===== src/rtl/multiply_seq.sv =====
// Iterative shift-add multiplier, signed or unsigned per operation.
// Produces a 2*WIDTH-bit product with a busy/done handshake and a held result register.
module multiply_seq #(
    parameter int WIDTH = 32
) (
    input  logic                 clk,
    input  logic                 rst,
    input  logic                 mult_begin,
    input  logic                 mult_signed,
    input  logic [WIDTH-1:0]     mult_op1,
    input  logic [WIDTH-1:0]     mult_op2,
    output logic                 busy,
    output logic [2*WIDTH-1:0]   product,
    output logic                 mult_end
);

    typedef enum logic [1:0] {
        ST_IDLE = 2'd0,
        ST_BUSY = 2'd1,
        ST_DONE = 2'd2
    } state_t;

    state_t               state_r;
    state_t               state_next_s;
    logic [2*WIDTH-1:0]   mcand_r;
    logic [2*WIDTH-1:0]   acc_r;
    logic [WIDTH-1:0]     mplier_r;
    logic                 sign_r;
    logic                 mplier_zero_s;
    logic [2*WIDTH-1:0]   result_s;

    // Magnitude of an operand; the most negative value maps to 2^(WIDTH-1) as unsigned.
    function automatic logic [WIDTH-1:0] magnitude(input logic [WIDTH-1:0] x, input logic sgn);
        if (sgn && x[WIDTH-1]) begin
            magnitude = ~x + {{(WIDTH-1){1'b0}}, 1'b1};
        end else begin
            magnitude = x;
        end
    endfunction

    assign mplier_zero_s = (mplier_r == {WIDTH{1'b0}});

    // Final sign correction; negating zero yields zero so a signed zero stays clean.
    always_comb begin
        result_s = acc_r;
        if (sign_r) begin
            result_s = ~acc_r + {{(2*WIDTH-1){1'b0}}, 1'b1};
        end else begin
            result_s = acc_r;
        end
    end

    // Next-state logic.
    always_comb begin
        state_next_s = state_r;
        case (state_r)
            ST_IDLE: begin
                if (mult_begin) begin
                    state_next_s = ST_BUSY;
                end else begin
                    state_next_s = ST_IDLE;
                end
            end
            ST_BUSY: begin
                if (mplier_zero_s) begin
                    state_next_s = ST_DONE;
                end else begin
                    state_next_s = ST_BUSY;
                end
            end
            ST_DONE: state_next_s = ST_IDLE;
            default: state_next_s = ST_IDLE;
        endcase
    end

    // State register.
    always_ff @(posedge clk) begin
        if (rst) begin
            state_r <= ST_IDLE;
        end else begin
            state_r <= state_next_s;
        end
    end

    // Registered handshake outputs and the held product.
    always_ff @(posedge clk) begin
        if (rst) begin
            busy     <= 1'b0;
            mult_end <= 1'b0;
            product  <= {(2*WIDTH){1'b0}};
        end else begin
            busy     <= (state_next_s != ST_IDLE);
            mult_end <= (state_next_s == ST_DONE);
            if ((state_r == ST_BUSY) && mplier_zero_s) begin
                product <= result_s;
            end else begin
                product <= product;
            end
        end
    end

    // Operand capture at accept, then one shift-add step per cycle until the multiplier empties.
    always_ff @(posedge clk) begin
        if (rst) begin
            mcand_r  <= {(2*WIDTH){1'b0}};
            acc_r    <= {(2*WIDTH){1'b0}};
            mplier_r <= {WIDTH{1'b0}};
            sign_r   <= 1'b0;
        end else begin
            case (state_r)
                ST_IDLE: begin
                    if (mult_begin) begin
                        sign_r   <= mult_signed & (mult_op1[WIDTH-1] ^ mult_op2[WIDTH-1]);
                        mcand_r  <= {{WIDTH{1'b0}}, magnitude(mult_op1, mult_signed)};
                        mplier_r <= magnitude(mult_op2, mult_signed);
                        acc_r    <= {(2*WIDTH){1'b0}};
                    end else begin
                        mcand_r  <= mcand_r;
                    end
                end
                ST_BUSY: begin
                    if (!mplier_zero_s) begin
                        if (mplier_r[0]) begin
                            acc_r <= acc_r + mcand_r;
                        end else begin
                            acc_r <= acc_r;
                        end
                        mcand_r  <= mcand_r << 1;
                        mplier_r <= mplier_r >> 1;
                    end else begin
                        mcand_r  <= mcand_r;
                    end
                end
                default: begin
                    mcand_r <= mcand_r;
                end
            endcase
        end
    end

endmodule

===== config.mk =====
export PLATFORM = sky130hd
export DESIGN_NAME = multiply_seq
export DESIGN_NICKNAME = d
export VERILOG_FILES = /design/src/rtl/multiply_seq.sv
export SDC_FILE = /design/constraint.sdc
export NUM_CORES = 1
export LEC_CHECK = 0
export BUFFER_PORTS_ARGS = -buffer_cell sky130_fd_sc_hd__buf_2
export CORE_UTILIZATION = 55
export CTS_BUF_LIST = sky130_fd_sc_hd__clkbuf_4
export CTS_CLUSTER_SIZE = 8
export DETAILED_ROUTE_END_ITERATION = 10
export HOLD_SLACK_MARGIN = 0.02
export MAX_ROUTING_LAYER = met4
export PLACE_DENSITY = 0.8
export SLEW_MARGIN = 40
export SYNTH_ARGS = -nofsm -noshare
export SYNTH_HDL_FRONTEND = slang
export SYNTH_SLANG_ARGS = --single-unit

===== constraint.sdc =====
create_clock -name clk -period 3.5 [get_ports clk]
set_input_delay 0.35 -clock clk [delete_from_list [all_inputs] [get_ports clk]]
set_output_delay 0.35 -clock clk [all_outputs]
set_load 0.01 [all_outputs]

Word level (Yosys, flattened, before mapping):

Cells that the tools add are included.
Widths: inputs -> output; s select.

* output and inout port bits: 66
* input port bits: 68
* flip-flop bits (word level): 229
* logic and storage cells: 48

* reductions and logical operators: 10
* bitwise logic cells: 5
* $add $sub $neg: 4
* mux-type cells: 16
* equal/unequal tests: 5

Operators with widths (count)
* $mux 64: 6
* $pmux 64 s2: 2
* $mux 32: 4
* $add 32x1->32 const B: 2
* $add 64x1->64 const B: 1
* $add 64x64->64: 1
* $not 32->32: 2
* $not 64->64: 1
* $pmux 32 s2: 1
* $logic_not 32->1: 1
* $ne 2x2->1 const B: 3
* $pmux 2 s2: 1
* $reduce_and 4->1: 1
* $reduce_bool 2->1: 2
* $logic_and 1x1->1: 3
* $reduce_and 3->1: 1
* $eq 2x1->1 const B: 1
* $eq 2x2->1 const B: 1
* $logic_not 2->1: 1
* $mux 2: 1
* $reduce_and 2->1: 1
* $and 1x1->1: 1
* $mux 1: 1
* $xor 1x1->1: 1

Longest topological paths before layout:

* depth in word-level cells: 5
* gate-level depth with buffers: 14

Worst setup path after synthesis:

No wires, ideal clock.

* path kind: register to register
* start point: register acc_r[0]
* end point: register acc_r[62]
* setup time: 0.072 ns
* data required time: 3.428 ns
* arrival: 2.983 ns
* buffers on the path: 0
* cell stages (with the launch flop): 15
* path slack: 0.446 ns
* path through: dfxtp_1 ha_1 inv_1 fa_1 nor2b_1 o31a_1 o31ai_1 a21oi_1 o41ai_1 a21oi_1 nand2_1 a31oi_1 a21oi_1 o41ai_1 mux2i_1

* longest elaborated chain between the ends: 4

Ends and longest elaborated chain
* start: declaration: RTL line 26 `logic [2*WIDTH-1:0] acc_r;`
* start signal: assignment: RTL line 106 `acc_r <= {(2*WIDTH){1'b0}};`
* start signal: assignment: RTL line 116 `acc_r <= {(2*WIDTH){1'b0}};`
* start signal: assignment: RTL line 124 `acc_r <= acc_r + mcand_r;`
* $add 64x64->64: RTL line 124
* $mux 64: RTL line 123 `if (mplier_r[0]) begin`
* $mux 64: RTL line 122 `if (!mplier_zero_s) begin`
* $pmux 64 s2: RTL line 110 `case (state_r)`

No other way between the ends. The select of a mux whose other input is x is not followed.
A chain may end at the register's enable or synchronous reset.

Worst setup path in the final report:

* start point: register mcand_r[26]
* end point: register acc_r[58]

* longest elaborated chain between the ends: 4

Ends and longest elaborated chain
* start: declaration: RTL line 25 `logic [2*WIDTH-1:0] mcand_r;`
* start signal: assignment: RTL line 105 `mcand_r <= {(2*WIDTH){1'b0}};`
* start signal: assignment: RTL line 114 `mcand_r <= {{WIDTH{1'b0}}, magnitude(mult_op1, mult_signed)};`
* start signal: assignment: RTL line 118 `mcand_r <= mcand_r;`
* $add 64x64->64: RTL line 124
* $mux 64: RTL line 123
* $mux 64: RTL line 122
* $pmux 64 s2: RTL line 110
* end signal: assignment: RTL line 116
* end signal: assignment: RTL line 124
* end signal: assignment: RTL line 126 `acc_r <= acc_r;`

No other way between the ends. The select of a mux whose other input is x is not followed.

==> impl_results.md <==
* Status: complete, no violations
* Worst slew pin tran at 0.744 ns
* Row cnt at 59
* PortBufs at 133
* Layout cells sized above 1 at 0.152
* Area delta synth->final at 14.1%
* Final hold violations at 0
* Most frequent CP cell: o211ai_1
* Initial antenna violation count at 2
* Netlist cell types at 69
* Die height at 164 um
* Ys async rst share at 0
* Worst hold stages at 2
* IO Pins at 134
* Clock Latency Late Sink at 0.72 ns
* DR DRC count at 0
* Routed length per instance at 16.8 um
* Worst hold endpoint: acc_r[3]
* DRT Pass-1 Iters at 6
* Gpl congestion at 0.976
* Vias in the first global route at 13149
* Hold_ws at 0.0676 ns
* Hold path startpoint: rst
* Total number of vias at 14353
* Final nets at 2176
* Setup crit end kind: flip-flop
* VDD IR max at 251 uV
* R2R cell count at 14
* Post-DP HPWL at 29700 um
* Top cells by area, synth: dfxtp_1 (32%), a21oi_1 (6.6%), nor2_1 (6.5%)
* R2R setup slack at 0.12 ns
* Hold crit path type: in2reg
* WL final at 40600 um
* Clock sinks at 229
* First-pass GRT wire length at 66000 um
* CTS buffer count at 60
* GR Util All Layers at 0.310
* Total number of H-tree levels at 2
* Core area at 26000 um2
* Final count of pins violating max slew at 0
* CP Launch Type: flip-flop
* CP cell instances: ha_1 -> nand4_1 -> nor4_1 -> a2bb2oi_1 -> o211ai_1 -> a31oi_1 -> buf_4 -> o211ai_1 -> a31oi_2 -> o2bb2ai_1 -> buf_4 -> o211ai_1 -> xnor2_1 -> o21ai_0
* Critical-path top delay cell: nor4_1
* Most frequent cell after synthesis: nor2_1
* Final setup fails at 0
* Max Freq at 296 MHz
* Vias/cell at 5.94
* Post-synthesis mux area share at 0.00768
* Worst EP required at 4.06 ns
* DIE WIDTH at 164 um
* Post-Syn Area at 14500 um2
* Post-synth top area share at 0.316
* Total power at 6140 uW
* Critical R2R Launch: mcand_r[26]
* Synth area leader: dfxtp_1
* Most common flop cell mapped by yosys: dfxtp_1
* Worst-path clk slew at 0.07 ns
* Critical path's largest stage delay at 0.46 ns
* Yosys reg bits at 229
* Post-synth EDFFs at 0
* Syn Nets at 2033
* Min Tclk post-route at 3.38 ns
* Post-synthesis adder-cell area fraction at 0.0584
* Bufs and invs on worst path at 2
* Yosys warns at 0
* Max-slew headroom at 0.504
* Tcrit/Tclk final at 0.965
* Clock Path Buffers at 3
* PD cells at 371 nW/um2
* Main combinational cell family by area after synthesis: compound AO/OA/AOI/OAI gates
* Mapped Cells at 1898
* Post-Synth XOR/XNOR Area at 0.105
* CP Max Fanout at 8
* GRT overflow at 0
* Largest net degree at the start of global routing at 134
* Syn Area/Cell at 7.64 um2
* Simple-gate area share of the yosys netlist at 0.211
* Reg2reg end: acc_r[58]
* Maximum Capacitance Violations at 0
* Initial Util at 0.558
* Critical path class: reg2reg
* Seq/Total Area, Yosys at 0.316
* Fin Clk Skew at 0.0519 ns
* Drt first-iter violations at 984
* Top delay family on crit path: compound AO/OA/AOI/OAI gates
* Complex-gate fraction of the synthesized area at 0.263
* CTS tree: yes
* Routed Antenna Nets at 0
* Place WS at 0.0875 ns
* Post-synth top cells: nor2_1 (252), dfxtp_1 (229), nand2_1 (193)
* Root buffer cell: clkbuf_4
* Die area at 27000 um2
* Worst path arrival time at 3.94 ns
* Static Leakage at 0.00688 uW
* Fillers at 2336
* Worst setup margin at 0.121 ns
==> state kept, by name, indices dropped and copies added, names as in the netlist <==
signal / flops
mcand_r: 64
state_r: 2
mplier_r: 32
product: 64
acc_r: 64
busy: 1
mult_end: 1
sign_r: 1
==> per-layer routing <==
metal	GRT usage	wire length (um)	vias up	part of all wire
met4	0.0926	926	0	0.023
met1	0.415	18600	6613	0.46
met3	0.0515	3000	70	0.074
met5	-	0	-	0
met2	0.477	18000	516	0.44
li1	-	-	7154	-
==> power by group <==
group | total (uW) | switching [uW] | internal (uW) | leakage [uW]
sequential | 2800 | 104 | 2700 | 0.00186
clock | 2330 | 1100 | 1230 | 0.000447
combinational | 1010 | 642 | 364 | 0.00458
==> cell type report <==
type	count	area (um2)	area share
Antenna cell	2	5.00	0.000303
Clock buffer	90	676	0.0409
Clock inverter	10	70.1	0.00424
Inverter	31	116	0.00704
Multi-Input combinational cell	1518	9420	0.570
Sequential cell	229	4590	0.277
Tap cell	335	419	0.0253
Timing Repair Buffer	201	1240	0.0751
==> kinds of logic (layout without fill, tap and decap cells) <==
group	Yosys count	after routing
compound gates	596	596
xor+xnor	173	173
other cells	0	2
flops	229	229
mux	11	11
simple gates	671	671
buf+inv	151	332
fa+ha+maj	67	67
==> what timing repair did <==
action / CTS / global route
endpoints found under the hold margin: 12 / 0
gates resized for setup: 0 / 9
hold buffers: 14 / 0
setup endpoints to repair: 0 / 14
setup buffers: 0 / 1
==> how the worst max path moves through the flow <==
| stage | start | end | cells past startpoint |
|---|---|---|---|
| final | mcand_r[26] | acc_r[58] | 14 |
| after global routing | mcand_r[0] | acc_r[58] | 16 |
| after global placement | acc_r[2] | acc_r[60] | 13 |
| after CTS | mcand_r[0] | acc_r[60] | 15 |
| after detailed placement | mcand_r[26] | acc_r[60] | 13 |
| after floorplan | acc_r[0] | acc_r[62] | 14 |
==> worst reg2reg max path, cell delays in order (launching register included) <==
cell       delay (ns)
dfxtp_1          0.36
ha_1             0.45
nand4_1          0.19
nor4_1           0.46
a2bb2oi_1        0.13
o211ai_1         0.11
a31oi_1          0.07
buf_4            0.17
o211ai_1         0.27
a31oi_2          0.18
o2bb2ai_1        0.23
buf_4            0.18
o211ai_1         0.20
xnor2_1          0.14
o21ai_0          0.09
==> layout by cell type (no fill, tap or decap), types with 13 or more instances in the layout <==
master / instances
nor2_1: 249
dfxtp_1: 228
nand2_1: 193
a21oi_1: 190
buf_2: 132
xor2_1: 107
o21ai_0: 102
a211oi_1: 102
clkbuf_4: 90
xnor2_1: 66
ha_1: 66
nand3_1: 58
buf_4: 52
a21o_1: 36
inv_1: 31
o31ai_1: 27
a22oi_1: 27
nand4_1: 24
nor3_1: 24
or3_1: 23
nor4_1: 20
o211ai_1: 19
a31oi_1: 16
dlygate4sd3_1: 14
o41ai_1: 13
==> metrics by stage <==
| stage | area (um2) | TNS [ns] | utilization | cells |
|---|---|---|---|---|
| 2_1_floorplan | 14500 | 0 | - | 1898 |
| 3_3_place_gp | 15600 | 0 | 0.600 | 2299 |
| 3_5_place_dp | 15600 | 0 | 0.600 | 2299 |
| 4_1_cts | 16500 | 0 | 0.634 | 2413 |
| 5_1_grt | 16500 | -0.0102 | 0.636 | 2416 |
| 6_report | 16500 | 0 | 0.636 | 2416 |
Power figures use the tool's default switching activity.
